==> config.mk <==
export PLATFORM = sky130hd
export DESIGN_NAME = cart_dl_ctrl
export DESIGN_NICKNAME = d
export VERILOG_FILES = /design/src/rtl/cart_dl_pkg.sv /design/src/rtl/dl_fifo.sv /design/src/rtl/cart_dl_ctrl.sv
export SDC_FILE = /design/constraint.sdc
export NUM_CORES = 1
export LEC_CHECK = 0
export ABC_AREA = 1
export CAP_MARGIN = 20
export CORE_UTILIZATION = 38
export CTS_BUF_LIST = sky130_fd_sc_hd__clkbuf_4 sky130_fd_sc_hd__clkbuf_8
export DETAILED_ROUTE_END_ITERATION = 8
export GPL_TIMING_DRIVEN = 0
export PLACE_DENSITY = 0.56
export SYNTH_ARGS = -nofsm -noshare
export SYNTH_HDL_FRONTEND = slang
export SYNTH_SLANG_ARGS = --single-unit
export TNS_END_PERCENT = 5
==> constraint.sdc <==
create_clock -name clk_sys -period 2.75 [get_ports clk_sys]
set_input_delay 0.55 -clock clk_sys [delete_from_list [all_inputs] [get_ports clk_sys]]
set_output_delay 0.55 -clock clk_sys [all_outputs]
set_load 0.01 [all_outputs]
==> src/rtl/cart_dl_pkg.sv <==
// Shared types and constants for the cart download controller.
// Imported by the FIFO and the top-level controller.
package cart_dl_pkg;

  localparam int CART_BYTES = 32768;

  typedef enum logic [2:0] {
    S_IDLE,
    S_LOAD,
    S_DRAIN,
    S_RST,
    S_WAIT_SKIP
  } state_e;

  typedef struct packed {
    logic [14:0] addr;
    logic [7:0]  data;
  } entry_t;

endpackage

==> src/rtl/dl_fifo.sv <==
// Small synchronous FIFO buffering ioctl bytes ahead of SDRAM writes.
// DEPTH must be a power of two so pointers wrap naturally.
module dl_fifo
  import cart_dl_pkg::*;
#(
  parameter int DEPTH = 4
) (
  input  logic                   clk_sys,
  input  logic                   reset_n,
  input  logic                   push,
  input  entry_t                 wdata,
  input  logic                   pop,
  output entry_t                 rdata,
  output logic                   full,
  output logic                   empty,
  output logic [$clog2(DEPTH):0] count
);

  localparam int AW = $clog2(DEPTH);

  entry_t        mem_q [DEPTH];
  logic [AW-1:0] wptr_q, wptr_d;
  logic [AW-1:0] rptr_q, rptr_d;
  logic [AW:0]   cnt_q, cnt_d;
  logic          do_push, do_pop;

  assign full    = cnt_q == (AW+1)'(DEPTH);
  assign empty   = cnt_q == '0;
  assign count   = cnt_q;
  assign rdata   = mem_q[rptr_q];
  assign do_push = push && !full;
  assign do_pop  = pop && !empty;

  always_comb begin
    wptr_d = wptr_q;
    rptr_d = rptr_q;
    cnt_d  = cnt_q;
    if (do_push) wptr_d = wptr_q + 1'b1;
    if (do_pop)  rptr_d = rptr_q + 1'b1;
    case ({do_push, do_pop})
      2'b10:   cnt_d = cnt_q + 1'b1;
      2'b01:   cnt_d = cnt_q - 1'b1;
      default: cnt_d = cnt_q;
    endcase
  end

  always_ff @(posedge clk_sys or negedge reset_n) begin
    if (!reset_n) begin
      wptr_q <= '0;
      rptr_q <= '0;
      cnt_q  <= '0;
      for (int i = 0; i < DEPTH; i++) mem_q[i] <= '0;
    end else begin
      wptr_q <= wptr_d;
      rptr_q <= rptr_d;
      cnt_q  <= cnt_d;
      if (do_push) mem_q[wptr_q] <= wdata;
    end
  end

endmodule

==> src/rtl/cart_dl_ctrl.sv <==
// ioctl-to-SDRAM cart loader: paced writes, port mux, cart size
// tracking and core reset sequencing with optional logo-skip reset.
module cart_dl_ctrl
  import cart_dl_pkg::*;
#(
  parameter int FIFO_DEPTH = 4,
  parameter int CART_BYTES = cart_dl_pkg::CART_BYTES,
  parameter int RESET_LEN  = 1000,
  parameter int SKIP_DELAY = 5000000
) (
  input  logic        clk_sys,
  input  logic        reset_n,
  input  logic        ioctl_download,
  input  logic        ioctl_wr,
  input  logic [24:0] ioctl_addr,
  input  logic [7:0]  ioctl_dout,
  input  logic        skip_logo,
  input  logic        user_reset,
  input  logic        cart_rd,
  input  logic [14:0] cart_addr,
  output logic [24:0] mem_addr,
  output logic [15:0] mem_din,
  output logic        mem_we,
  output logic        mem_rd,
  input  logic        mem_ack,
  output logic        core_reset,
  output logic [15:0] cart_size,
  output logic        busy,
  output logic        overflow
);

  localparam int AW = $clog2(FIFO_DEPTH);

  state_e      state_q, state_d;
  logic [31:0] timer_q, timer_d;
  logic        first_q, first_d;
  logic        pend_q, pend_d;
  logic        dl_q;
  logic [15:0] size_q, size_d;
  logic        ovf_q, ovf_d;

  logic        dl_rise, in_win, push, pop;
  logic        full, empty, busy_w;
  logic [15:0] end_addr;
  logic [AW:0] fifo_cnt;
  entry_t      head, wentry;

  assign dl_rise  = ioctl_download && !dl_q;
  assign in_win   = ioctl_addr < 25'(CART_BYTES);
  assign push     = ioctl_download && ioctl_wr && in_win;
  assign busy_w   = (state_q == S_LOAD) || (state_q == S_DRAIN);
  assign pop      = busy_w && pend_q && mem_ack;
  assign end_addr = {1'b0, ioctl_addr[14:0]} + 16'd1;
  assign wentry   = '{addr: ioctl_addr[14:0], data: ioctl_dout};

  dl_fifo #(.DEPTH(FIFO_DEPTH)) u_fifo (
    .clk_sys (clk_sys),
    .reset_n (reset_n),
    .push    (push),
    .wdata   (wentry),
    .pop     (pop),
    .rdata   (head),
    .full    (full),
    .empty   (empty),
    .count   (fifo_cnt)
  );

  always_comb begin
    size_d = dl_rise ? 16'd0 : size_q;
    ovf_d  = dl_rise ? 1'b0 : ovf_q;
    if (push && !full && end_addr > size_d) size_d = end_addr;
    if (push && full) ovf_d = 1'b1;
  end

  always_comb begin
    state_d = state_q;
    timer_d = timer_q;
    first_d = first_q;
    pend_d  = pend_q;
    if (busy_w) begin
      if (pend_q) begin
        if (mem_ack) pend_d = 1'b0;
      end else if (!empty) begin
        pend_d = 1'b1;
      end
    end
    unique case (state_q)
      S_IDLE: begin
        if (user_reset) begin
          state_d = S_RST;
          timer_d = '0;
          first_d = 1'b0;
        end
      end
      S_LOAD: begin
        if (!ioctl_download) state_d = S_DRAIN;
      end
      S_DRAIN: begin
        if (fifo_cnt == '0 && !pend_q) begin
          state_d = S_RST;
          timer_d = '0;
          first_d = 1'b1;
        end
      end
      S_RST: begin
        if (user_reset) begin
          timer_d = '0;
        end else if (timer_q == 32'(RESET_LEN - 1)) begin
          timer_d = '0;
          first_d = 1'b0;
          state_d = (first_q && skip_logo) ? S_WAIT_SKIP : S_IDLE;
        end else begin
          timer_d = timer_q + 32'd1;
        end
      end
      S_WAIT_SKIP: begin
        if (user_reset || timer_q == 32'(SKIP_DELAY - 1)) begin
          state_d = S_RST;
          timer_d = '0;
          first_d = 1'b0;
        end else begin
          timer_d = timer_q + 32'd1;
        end
      end
      default: state_d = S_IDLE;
    endcase
    // A new download pre-empts any reset or logo-skip wait
    if (dl_rise) begin
      state_d = S_LOAD;
      timer_d = '0;
      first_d = 1'b0;
    end
  end

  always_ff @(posedge clk_sys or negedge reset_n) begin
    if (!reset_n) begin
      state_q <= S_IDLE;
      timer_q <= '0;
      first_q <= 1'b0;
      pend_q  <= 1'b0;
      dl_q    <= 1'b0;
      size_q  <= '0;
      ovf_q   <= 1'b0;
    end else begin
      state_q <= state_d;
      timer_q <= timer_d;
      first_q <= first_d;
      pend_q  <= pend_d;
      dl_q    <= ioctl_download;
      size_q  <= size_d;
      ovf_q   <= ovf_d;
    end
  end

  assign busy       = busy_w;
  assign core_reset = busy_w || (state_q == S_RST);
  assign mem_we     = busy_w && pend_q;
  assign mem_rd     = !busy_w && cart_rd;
  assign mem_addr   = busy_w ? {10'b0, head.addr} : {10'b0, cart_addr};
  assign mem_din    = busy_w ? {head.data, head.data} : 16'd0;
  assign cart_size  = size_q;
  assign overflow   = ovf_q;

endmodule

==> impl_metrics.toml <==
[worst_setup_path]
cp-end-kind = "primary output"
cp.required_ps = 2200
cp.arrival_ps = 2400
worstSetupPathType = "flip-flop to primary output"
rrSetupSlack_ps = 200
r2r_cells = 15
startpoint_type = "flip-flop"
path_max_fanout = 10

[status]
status = "finished, violations left"
violations = "setup timing"

[placed_design]
dp_worst_setup_slack_ps = -1210
place.detailed.hpwl_um = 19900
dpl_cell_area_um2 = 10700
port_buffers = 100
place_congestion = 0.913

[global_routing]
grt_overflow = 0
grt_pass1_wl_um = 43600
grt_util_all_layers = 0.228
grt_max_degree = 115
grt_pass1_vias = 8258
antenna_found_initial = 0

[clock_tree]
clockBufferDepth = 2
cts.htree.levels = 4
root_buffer = "clkbuf_8"
cts_buffers = 17
path_clk_slew_ps = 100
cts_tree = "built"
cts_sinks = 154
clk-insertion-delay-late_ps = 480

[logic_synthesis]
synth_cell_type_count = 42
synth-seq-cells = 154
yosysSeqAreaShare = 0.418
ys_warn_count = 0
async_flop_share = 1.00
synth_edf_count = 0
synth-main-ff-cell = "dfrtp_1"
synthCells = 1268
synth.avg_cell_area_um2 = 7.26
syn_area_um2 = 9210

[timing]
period_share = 1.07
setup_viol = 30
hold_viol = 0
tns_ps = -2840
worst_slew_pin_slew_ps = 652
fin_worst_skew_ps = 18.1
fmax_mhz = 339
maxSlewHeadroom = 0.566
setup_slack_ps = -200
rsz0062_at_grt = "true"
final_max_slew_viol_count = 0
period_minus_slack_ps = 2950

[route]
drt-initial-drc-count = 568
ant_nets = 0
avgRoutedWirePerCell_um = 15.5
drc = 0
firstDrtPassIters = 5
vias = 8521
vias_per_cell = 4.92
wl_um = 26800

[power_and_ir_drop]
irDropWorstVdd_v = 0.000453
power.share.switching = 0.404
power.leakage_nw = 5.53
clockPowerShare = 0.238
p_int_mw = 4.67
pwr-share-seq = 0.310
power.switching_mw = 3.16
powerDensity_nw_per_um2 = 695
pwr-share-comb = 0.452

[floorplanning]
floorplan.core_area_um2 = 23600
die_w_um = 158
die_area_um2 = 24900
ios = 118
core.rowCount = 56
die_height_um = 158
start_util = 0.390

[min_path]
min_path_type = "primary input to flip-flop"
whs_path_depth = 1

[layout]
postLayoutCellArea_um2 = 11300
diodes = 0
synthToLayoutAreaGrowth_pct = 22.5
finalNetCount = 1480
drive_gt1_frac = 0.0998

[flow_run]
cap_violations = 0
## per-layer routing
layer / GRT usage / vias up / routed length, um
met4: 0.0587 / 0 / 390
met3: 0.0375 / 32 / 1310
met5: 0 / - / 0
met1: 0.310 / 3956 / 12600
li1: - / 4310 / -
met2: 0.374 / 223 / 12400
## placed cells by master, fill, tap and decap left out, drive strengths merged, types with 4 or more instances in the layout
master and count:
a21oi 74, a31oi 17, buf 50, clkbuf 48, clkdlybuf4s50 78, clkinv 4, conb 10, dfrtp 154
dlygate4sd2 13, dlymetal6s2s 5, ha 23, inv 155, nand2 344, nand3 61, nand4 19, nor2 133
nor3 15, nor4 4, o21a 12, o21ai 149, xnor2 5, xor2 23
## power groups by stage
stage	clock network, mW	logic (mW)	registers, mW
global placement	0	3.45	2.46
finish	1.87	3.54	2.43
global route	2.01	3.89	2.44
CTS	1.91	3.58	2.42
detailed placement	0	3.45	2.46
floorplan	0	1.91	2.44
## state kept, by name (all words and copies together) (netlist names)
name / cells
cart_size: 16
dl_q: 1
first_q: 1
overflow: 1
pend_q: 1
state_q: 3
timer_q: 32
u_fifo.count: 3
u_fifo.mem_q: 92
u_fifo.rptr_q: 2
u_fifo.wptr_q: 2
## cell families (layout without fill, tap and decap cells)
| kind of cell | Yosys count | in the layout | share of synthesized area |
|---|---|---|---|
| adder cells (fa/ha/maj) | 24 | 24 | 0.0334 |
| AO/OA/AOI/OAI | 257 | 257 | 0.148 |
| XOR/XNOR | 28 | 28 | 0.0266 |
| other | 1 | 10 | 0.000407 |
| buffers and inverters | 222 | 358 | 0.105 |
| flip-flops | 154 | 154 | 0.418 |
| AND/OR/NAND/NOR | 582 | 582 | 0.268 |
## area by class of cell
cell class	instances	area (um2)
buffer	72	467
clock buffer	18	241
clock inverter	14	179
fill	2451	12300
inverter	148	558
multi-input combinational	901	4510
sequential	154	3850
tap	319	399
timing repair buffer	106	1070
## synth_stat cells (11+ instances only)
cell type	instances	area, um2
nor2_1	125	469
nand4_1	19	119
a31oi_1	17	106
xor2_1	23	201
buf_4	23	173
ha_1	23	288
a21oi_1	73	365
o21a_1	12	90.1
nand3_1	60	300
o21ai_0	148	741
inv_1	145	544
dfrtp_1	154	3850
nand2_1	338	1270
nor3_1	11	55.1
clkbuf_1	29	109
buf_2	14	70.1
## metrics by stage
stage	total power [mW]	hold slack, ps	util	std cells
2_1_floorplan	4.35	254	-	1277
3_3_place_gp	5.90	462	0.451	1696
3_5_place_dp	5.90	462	0.452	1697
4_1_cts	7.91	369	0.477	1733
5_1_grt	8.33	318	0.478	1732
6_report	7.84	333	0.478	1732
## worst paths after layout
path | start | end
max in group asynchronous | reset_n | u_fifo.mem_q[35]$_DFFE_PN0P_
setup / recovery | u_fifo.rptr_q[1]$_DFFE_PN0P_ | mem_addr[6]
setup reg to reg | state_q[1]$_DFFE_PN0P_ | u_fifo.count[2]$_DFFE_PN0P_
min in group asynchronous | reset_n | timer_q[25]$_DFFE_PN0P_
hold reg to reg | u_fifo.count[0]$_DFFE_PN0P_ | u_fifo.count[0]$_DFFE_PN0P_
hold / removal | ioctl_download | dl_q$_DFF_PN0_
## critical path, stage by stage, from the launching register on
cell and delay (ps):
dfrtp_2 460, inv_1 160, clkbuf_1 390, a21oi_1 60
o21ai_0 190, a31oi_1 150, clkdlybuf4s50_1 510
## timing repair
item	4_1_cts	5_1_grt
endpoints found under the hold margin	40	0
setup buffers	4	0
pin swaps	5	0
setup endpoints to repair	51	49
resized for setup	69	12
hold buffers	1	0
Note: power is estimated with default switching activity, not from simulation.
